[src/rtl/vending_pkg.sv]
// Shared types and constants for the vending controller.
package vending_pkg;

  typedef enum logic {
    IDLE     = 1'b0,
    DISPENSE = 1'b1
  } state_e;

  localparam int unsigned CREDIT_W = 8;

  // One bit wider than credit so a sum never wraps before saturation.
  localparam logic [CREDIT_W:0] NICKEL_VALUE = (CREDIT_W + 1)'(5);
  localparam logic [CREDIT_W:0] DIME_VALUE   = (CREDIT_W + 1)'(10);

  function automatic logic [CREDIT_W-1:0] sat_credit(input logic [CREDIT_W:0] sum);
    return sum[CREDIT_W] ? '1 : sum[CREDIT_W-1:0];
  endfunction

endpackage

[src/rtl/vm_open_timer.sv]
// Loadable down-counter; o_done flags that the door hold period has elapsed.
module vm_open_timer #(
  parameter int unsigned Width = 2
) (
  input  logic             clk,
  input  logic             reset,
  input  logic             i_load,
  input  logic [Width-1:0] i_load_val,
  input  logic             i_dec,
  output logic             o_done
);

  logic [Width-1:0] r_count;
  logic [Width-1:0] w_count_d;

  always_comb begin
    w_count_d = r_count;
    if (i_load) begin
      w_count_d = i_load_val;
    end else if (i_dec && (r_count != '0)) begin
      w_count_d = r_count - 1'b1;
    end
  end

  always_ff @(posedge clk or negedge reset) begin
    if (!reset) begin
      r_count <= '0;
    end else begin
      r_count <= w_count_d;
    end
  end

  assign o_done = (r_count == '0);

endmodule

[src/rtl/vending_machine.sv]
// Coin-accumulating vend controller: credit adder/comparator, two-state FSM and
// a registered door-open output held for OPEN_CYCLES cycles per vend.
module vending_machine
  import vending_pkg::*;
#(
  parameter int unsigned PRICE       = 15,
  parameter int unsigned OPEN_CYCLES = 4
) (
  input  logic clk,
  input  logic reset,
  input  logic N,
  input  logic D,
  output logic open
);

  localparam int unsigned TimerW = (OPEN_CYCLES > 1) ? $clog2(OPEN_CYCLES) : 1;
  localparam logic [TimerW-1:0] HoldLoad = TimerW'(OPEN_CYCLES - 1);
  localparam logic [CREDIT_W:0] PriceW = PRICE[CREDIT_W:0];

  state_e              r_state;
  state_e              w_state_d;
  logic [CREDIT_W-1:0] r_credit;
  logic [CREDIT_W-1:0] w_credit_d;
  logic [CREDIT_W:0]   w_add;
  logic [CREDIT_W:0]   w_sum;
  logic                w_load;
  logic                w_dec;
  logic                w_done;
  logic                r_open;
  logic                w_open_d;

  assign w_add = (N ? NICKEL_VALUE : '0) + (D ? DIME_VALUE : '0);
  assign w_sum = {1'b0, r_credit} + w_add;

  vm_open_timer #(
    .Width (TimerW)
  ) u_open_timer (
    .clk        (clk),
    .reset      (reset),
    .i_load     (w_load),
    .i_load_val (HoldLoad),
    .i_dec      (w_dec),
    .o_done     (w_done)
  );

  always_ff @(posedge clk or negedge reset) begin
    if (!reset) begin
      r_state  <= IDLE;
      r_credit <= '0;
      r_open   <= 1'b0;
    end else begin
      r_state  <= w_state_d;
      r_credit <= w_credit_d;
      r_open   <= w_open_d;
    end
  end

  // Coins sampled while dispensing are discarded; overpayment is not carried.
  always_comb begin
    w_state_d  = r_state;
    w_credit_d = r_credit;
    w_load     = 1'b0;
    w_dec      = 1'b0;
    case (r_state)
      IDLE: begin
        if (w_sum >= PriceW) begin
          w_state_d  = DISPENSE;
          w_credit_d = '0;
          w_load     = 1'b1;
        end else begin
          w_credit_d = sat_credit(w_sum);
        end
      end
      DISPENSE: begin
        w_credit_d = '0;
        if (w_done) begin
          w_state_d = IDLE;
        end else begin
          w_dec = 1'b1;
        end
      end
      default: begin
        w_state_d  = IDLE;
        w_credit_d = '0;
      end
    endcase
  end

  always_comb begin
    w_open_d = (w_state_d == DISPENSE);
  end

  assign open = r_open;

endmodule

[config.mk]
export PLATFORM = sky130hd
export DESIGN_NAME = vending_machine
export DESIGN_NICKNAME = d
export VERILOG_FILES = /design/src/rtl/vending_pkg.sv /design/src/rtl/vm_open_timer.sv /design/src/rtl/vending_machine.sv
export SDC_FILE = /design/constraint.sdc
export NUM_CORES = 1
export LEC_CHECK = 0
export ABC_CLOCK_PERIOD_IN_PS = 3100
export CELL_PAD_IN_SITES_DETAIL_PLACEMENT = 1
export CELL_PAD_IN_SITES_GLOBAL_PLACEMENT = 1
export CORE_MARGIN = 2
export CORE_UTILIZATION = 42
export CTS_CLUSTER_SIZE = 30
export DETAILED_ROUTE_END_ITERATION = 10
export PLACE_DENSITY_LB_ADDON = 0.1
export SLEW_MARGIN = 20
export SYNTH_ARGS = -nofsm -noshare
export SYNTH_HDL_FRONTEND = slang
export SYNTH_SLANG_ARGS = --single-unit
[constraint.sdc]
create_clock -name clk -period 3.1 [get_ports clk]
set_input_delay 0.31 -clock clk [delete_from_list [all_inputs] [get_ports clk]]
set_output_delay 0.31 -clock clk [all_outputs]
set_load 0.02 [all_outputs]
==> out/qor.yml <==
status: "completed"
cap_violations: 0
core_area_mm2: 0.00147
power.leakage_nw: 0.338
avgSynthCellArea_um2: 10.3
grt_busiest_layer: "met2"
critical_path_arrival_ns: 2.67
wl_per_cell_um: 14.1
cts_setup_buffers: 0
synth_edf_count: 0
pin_count: 5
peakVddDrop_v: 0.000332
drc_errors: 0
use_met3_pct: 3.40
finClkSkew_ns: 0.00119
drive_gt1_share_pct: 9.59
ys_seq_area_share_pct: 43.1
endpoint_kind: "flop"
rsz0062_at_grt: "false"
die_x_um: 43.0
grt_pass1_wl_mm: 2.17
r2r_cells: 7
antenna_left: 0
die_area_mm2: 0.00185
tns_ns: 0
area_delta_synth_final_pct: 15.3
async_flop_share_pct: 100
cts_hold_buf: 0
power_density_mw_per_mm2: 567
clk_latency_ns: 0.26
crit_type: "in -> reg"
tritoncts: "built"
antenna_cells: 0
num_vias: 492
max_freq_ghz: 0.398
drv_slew: 0
nets: 84
min_path_type: "in -> async"
fin_crit_ns: 2.51
port-buffer-count: 4
clk_pin_slew_worst_paths_ns: 0.07
grt_pass1_vias: 502
grt_max_degree: 12
cts_buffer_depth: 2
grt_util_all_layers_pct: 16.3
routed_wl_mm: 1.25
globalplace.congestion: 0.753
startpoint: "N"
r2r_start: "r_credit[0]$_DFF_PN0_"
cts_sinks: 11
finalHoldViolCount: 0
period_share_pct: 81.1
ctsResizeCount: 0
mostFrequentLayoutCell: "dfrtp_1"
syn_area_um2: 639
grt_overflow_total: 0
start_util_pct: 43.5
crit_path_max_fanout: 7
die_h_um: 43.0
clockRootBuffer: "clkbuf_4"
hpwlAfterDp_um: 994
reg2reg_to: "u_open_timer.r_count[0]$_DFFE_PN0P_"
drtIter0Drc: 5
synth.distinct_cells: 30
antenna_found_initial: 0
setup_violations: 0
met1_usage_pct: 20.4
htreeDepth: 1
drt_pass1_iterations: 3
r2r_slack_ns: 0.74
layout_common_cells: "dfrtp_1, inv_1, a21oi_1, nor2_1, ha_1"
yosys_warnings: 0
cts_buffers: 3
p_total_uw: 418
routed_via_density: 5.53
rows: 14
synthCells: 62
synthFlopType: "dfrtp_1"
crit_path_start_kind: "primary input"
use_met2_pct: 24.2
crit_required_ns: 3.26
synth-seq-cells: 11
[state kept, by name, indices dropped and copies added (netlist names)]
signal and count:
r_credit 8, open 1, u_open_timer.r_count 2
[kinds of logic (layout without fill, tap and decap cells)]
| group | Yosys count | after routing | share of synthesized area, % |
|---|---|---|---|
| AO/OA/AOI/OAI | 21 | 21 | 23.9 |
| AND/OR/NAND/NOR | 12 | 12 | 9.39 |
| flip-flops | 11 | 11 | 43.1 |
| buffers and inverters | 7 | 15 | 4.11 |
| adder cells (fa/ha/maj) | 6 | 6 | 12.9 |
| XOR/XNOR | 2 | 2 | 2.74 |
| multiplexers | 2 | 2 | 3.33 |
| other | 1 | 4 | 0.587 |
[how the worst max path moves through the flow]
stage | slack [ns] | cells past startpoint | to
floorplan | 0.93 | 7 | u_open_timer.r_count[0]$_DFFE_PN0P_
global route | 0.47 | 8 | u_open_timer.r_count[0]$_DFFE_PN0P_
global placement | 0.36 | 8 | u_open_timer.r_count[0]$_DFFE_PN0P_
detailed placement | 0.30 | 8 | u_open_timer.r_count[0]$_DFFE_PN0P_
finish | 0.59 | 8 | u_open_timer.r_count[0]$_DFFE_PN0P_
CTS | 0.58 | 8 | u_open_timer.r_count[0]$_DFFE_PN0P_
[critical path, stage by stage]
cell and delay (ns):
clkdlybuf4s50_1 0.44, ha_1 0.24, fa_1 0.43, a211oi_2 0.29, nor2_1 0.10, mux2i_1 0.13
a2111o_1 0.50, a22o_1 0.23
[cell usage after synthesis, types with 2 or more instances]
cell | n | area [um^2]
inv_1 | 7 | 26.3
ha_1 | 5 | 62.6
dfrtp_1 | 11 | 275
nor2_1 | 5 | 18.8
a21oi_1 | 7 | 35.0
o21ai_0 | 2 | 10.0
nor3_1 | 2 | 10.0
[routing by layer]
| metal | wire (um) | vias up |
|---|---|---|
| met5 | 0 | - |
| met4 | 47 | 0 |
| met3 | 31 | 6 |
| met2 | 560 | 9 |
| met1 | 611 | 230 |
| li1 | - | 247 |
[final cells by class]
| cell class | instances | area, um^2 |
|---|---|---|
| clock buffer | 4 | 26.3 |
| fill | 169 | 734 |
| inverter | 7 | 26.3 |
| multi-input combinational | 47 | 349 |
| sequential | 11 | 275 |
| tap | 16 | 20.0 |
| timing repair buffer | 4 | 40.0 |
[where the power goes]
group | total [mW] | switching (mW) | internal [mW]
logic | 0.130 | 0.0598 | 0.0698
registers | 0.193 | 0.0244 | 0.168
clock network | 0.0955 | 0.0457 | 0.0498
[metrics by stage]
| stage | hold slack [ns] | setup slack (ns) | util (%) | instance area (um^2) | instances |
|---|---|---|---|---|---|
| floorplan | 0.0144 | 0.930 | - | 651 | 65 |
| global placement | 0.519 | 0.358 | 48.3 | 711 | 85 |
| detailed placement | 0.532 | 0.297 | 48.3 | 711 | 85 |
| CTS | 0.368 | 0.580 | 50.1 | 737 | 89 |
| global route | 0.376 | 0.472 | 50.1 | 737 | 89 |
| finish | 0.360 | 0.586 | 50.1 | 737 | 89 |
Power figures use the tool's default switching activity.
==> variant, RTL diff (config.mk and constraints unchanged) <==
Register the inputs `N` and `D` before use, cleared by the reset. The logic sees them one clock later.
--- a/src/rtl/vending_machine.sv
+++ b/src/rtl/vending_machine.sv
@@ -17,6 +17,19 @@
   localparam logic [TimerW-1:0] HoldLoad = TimerW'(OPEN_CYCLES - 1);
   localparam logic [CREDIT_W:0] PriceW = PRICE[CREDIT_W:0];
 
+  logic N_q;
+  logic D_q;
+
+  always_ff @(posedge clk or negedge reset) begin
+    if (!reset) begin
+      N_q <= '0;
+      D_q <= '0;
+    end else begin
+      N_q <= N;
+      D_q <= D;
+    end
+  end
+
   state_e              r_state;
   state_e              w_state_d;
   logic [CREDIT_W-1:0] r_credit;
@@ -29,7 +42,7 @@
   logic                r_open;
   logic                w_open_d;
 
-  assign w_add = (N ? NICKEL_VALUE : '0) + (D ? DIME_VALUE : '0);
+  assign w_add = (N_q ? NICKEL_VALUE : '0) + (D_q ? DIME_VALUE : '0);
   assign w_sum = {1'b0, r_credit} + w_add;
 
   vm_open_timer #(
Check against the original RTL: not equivalent (a bounded check fails within 4 cycles, from zero or initial values and one cycle with reset low).
==> variant against the unedited design <==
  * Sequential cell count up 2
  * Routed wire length up 2.0%
  * Area after synthesis increased by 7.8%
  * Cell count up 2.2%
  * Sequential power grew 15%
  * Clock skew up 0.0061 ns
  * Power up 7.6%
  * Cell area is 6.8% higher
  * Setup slack better by 0.089 ns
  * Maximum frequency grew 3.7%
  * Clock power increased by 0.9%
  * Die area increased by 7.1%
==> variant: results (changes against the unedited design) <==
Routed Wire Length: 1276 um (+2.0%)
Worst EP arrival: 2.58 ns (-0.09 ns)
fin cells: 91 (+2.2%)
Pleak: 0.0003618 uW (+6.9%)
fin. max-slew vios: 0 (unchanged)
IO Port Bufs: 4 (unchanged)
CP max FO: 7 (unchanged)
relative slew slack: 0.6379
Total GRT Usage: 0.1670 (+0.003830)
Crit-path slowest cell: a2111o_1
layout cell share with drive strength beyond 1: 0.09333 (-0.002557)
first drt pass iteration count: 4 (+1)
Max Clock Skew: 0.007287 ns (+0.006094 ns)
largest net degree at the start of global routing: 14 (+2)
CTS clk-pin slew, worst paths: 0.07 ns (about the same)
Initial DRC Count: 5 (unchanged)
Worst Hold Class: in2async
register area share after synthesis: 0.4719 (+0.04134)
Post-synth top flop: dfrtp_1
Nets: 86 (+2.4%)
Worst IR Drop VDD: 0.3831 mV (+15%)
post-synth top area share: 0.4719 (+0.04134)
ANT cells: 0 (unchanged)
largest registers: r_credit x8, u_open_timer.r_count x2
Synth async-reset ratio: 1.000 (unchanged)
synth top area cells: dfrtp_1 47%, ha_1 9.1%, a21oi_1 5.1%, inv_1 3.8%, fa_1 2.9%
cell internal pwr: 315.3 uW (+9.5%)
CTS buffer count: 3 (unchanged)
cell family with most CP delay: compound AO/OA/AOI/OAI gates
Synth top cells by count: 13 x dfrtp_1, 7 x a21oi_1, 7 x inv_1
Post-CTS Setup Bufs: 0 (unchanged)
CP max stage delay: 0.49 ns
GPL Wtd Cong: 0.7962 (+5.7%)
Yosys Warn Count: 0 (unchanged)
Placed Cells incl. Taps: 87 (+2.4%)
commonest non-fill, non-tap cell in the layout: dfrtp_1
H-tree Lvls: 1 (unchanged)
clock latency at the later pin of the worst-skew pair: 0.26 ns (about the same)
vias in the first global route: 524 (+4.4%)
post-cts resize count: 0 (unchanged)
Cells after Synth: 64 (+3.2%)
clock root buffer: clkbuf_4
initial antenna violation count: 0 (unchanged)
CTS Buffer Depth: 2 (unchanged)
outcome: finished, final reports clean
Yosys cell types: 30 (unchanged)
DP HPWL: 1064 um (+7.0%)
vias per cell: 5.659 (+2.4%)
first-pass GRT wire length: 2332 um (+7.3%)
==> variant: kinds of logic after synthesis <==
family                     synth area share
AOI/OAI and AO/OA                    0.2214
DFF                                  0.4719
and+or+nand+nor                     0.08712
buffers and inverters               0.03812
adders and majority gates            0.1198
xor gates and xnor gates            0.02541
muxes                               0.03085
other                              0.005439
==> variant: path summary, 6_finish.rpt <==
check / from / to / slack (ns) / cells past startpoint
max in group asynchronous: reset / r_credit[4] / 2.34 / 1
min in group clk: N / N_q / 0.49 / 1
worst min register to register: u_open_timer.r_count[0] / u_open_timer.r_count[0] / 0.55 / 1
worst max register to register: N_q / u_open_timer.r_count[0] / 0.68 / 7
worst max-delay path: N_q / u_open_timer.r_count[0] / 0.68 / 7
worst min-delay path: reset / r_credit[7] / 0.40 / 1
==> variant: power by group through the flow <==
stage | Sequential [uW] | Clock, uW | Combinational, uW
floorplan | 225 | 0 | 87.4
finish | 222 | 96.4 | 131
global placement | 222 | 0 | 127
detailed placement | 224 | 0 | 133
global route | 227 | 111 | 152
CTS | 222 | 104 | 134
==> variant: stage by stage <==
step / hold WS [ns] / instance area (um^2) / power (uW) / setup slack (ns) / util
floorplan: 0.01441 / 700.7 / 312.8 / 0.8899 / -
global placement: 0.5192 / 760.7 / 349.1 / 0.7808 / 0.4992
detailed placement: 0.5367 / 760.7 / 356.5 / 0.6719 / 0.4992
CTS: 0.4128 / 787.0 / 459.0 / 0.6621 / 0.5164
global route: 0.4335 / 787.0 / 489.2 / 0.5210 / 0.5164
finish: 0.3960 / 787.0 / 449.3 / 0.6750 / 0.5164
==> variant: layout make-up <==
class                           instances  area (um^2)
Clock buffer                            4        26.28
Fill cell                             175        737.0
Inverter                                7        26.28
Multi-Input combinational cell         47        349.1
Sequential cell                        13        325.3
Tap cell                               16        20.02
Timing Repair Buffer                    4        40.04
==> variant: per-layer routing <==
metal,wire length (um),up-vias,GRT usage,share of wire
met5,0,-,0,0
li1,-,252,-,-
met1,642,256,0.2344,0.50
met3,20,2,0.02041,0.016
met2,601,5,0.2464,0.47
met4,12,0,0.09697,0.0094
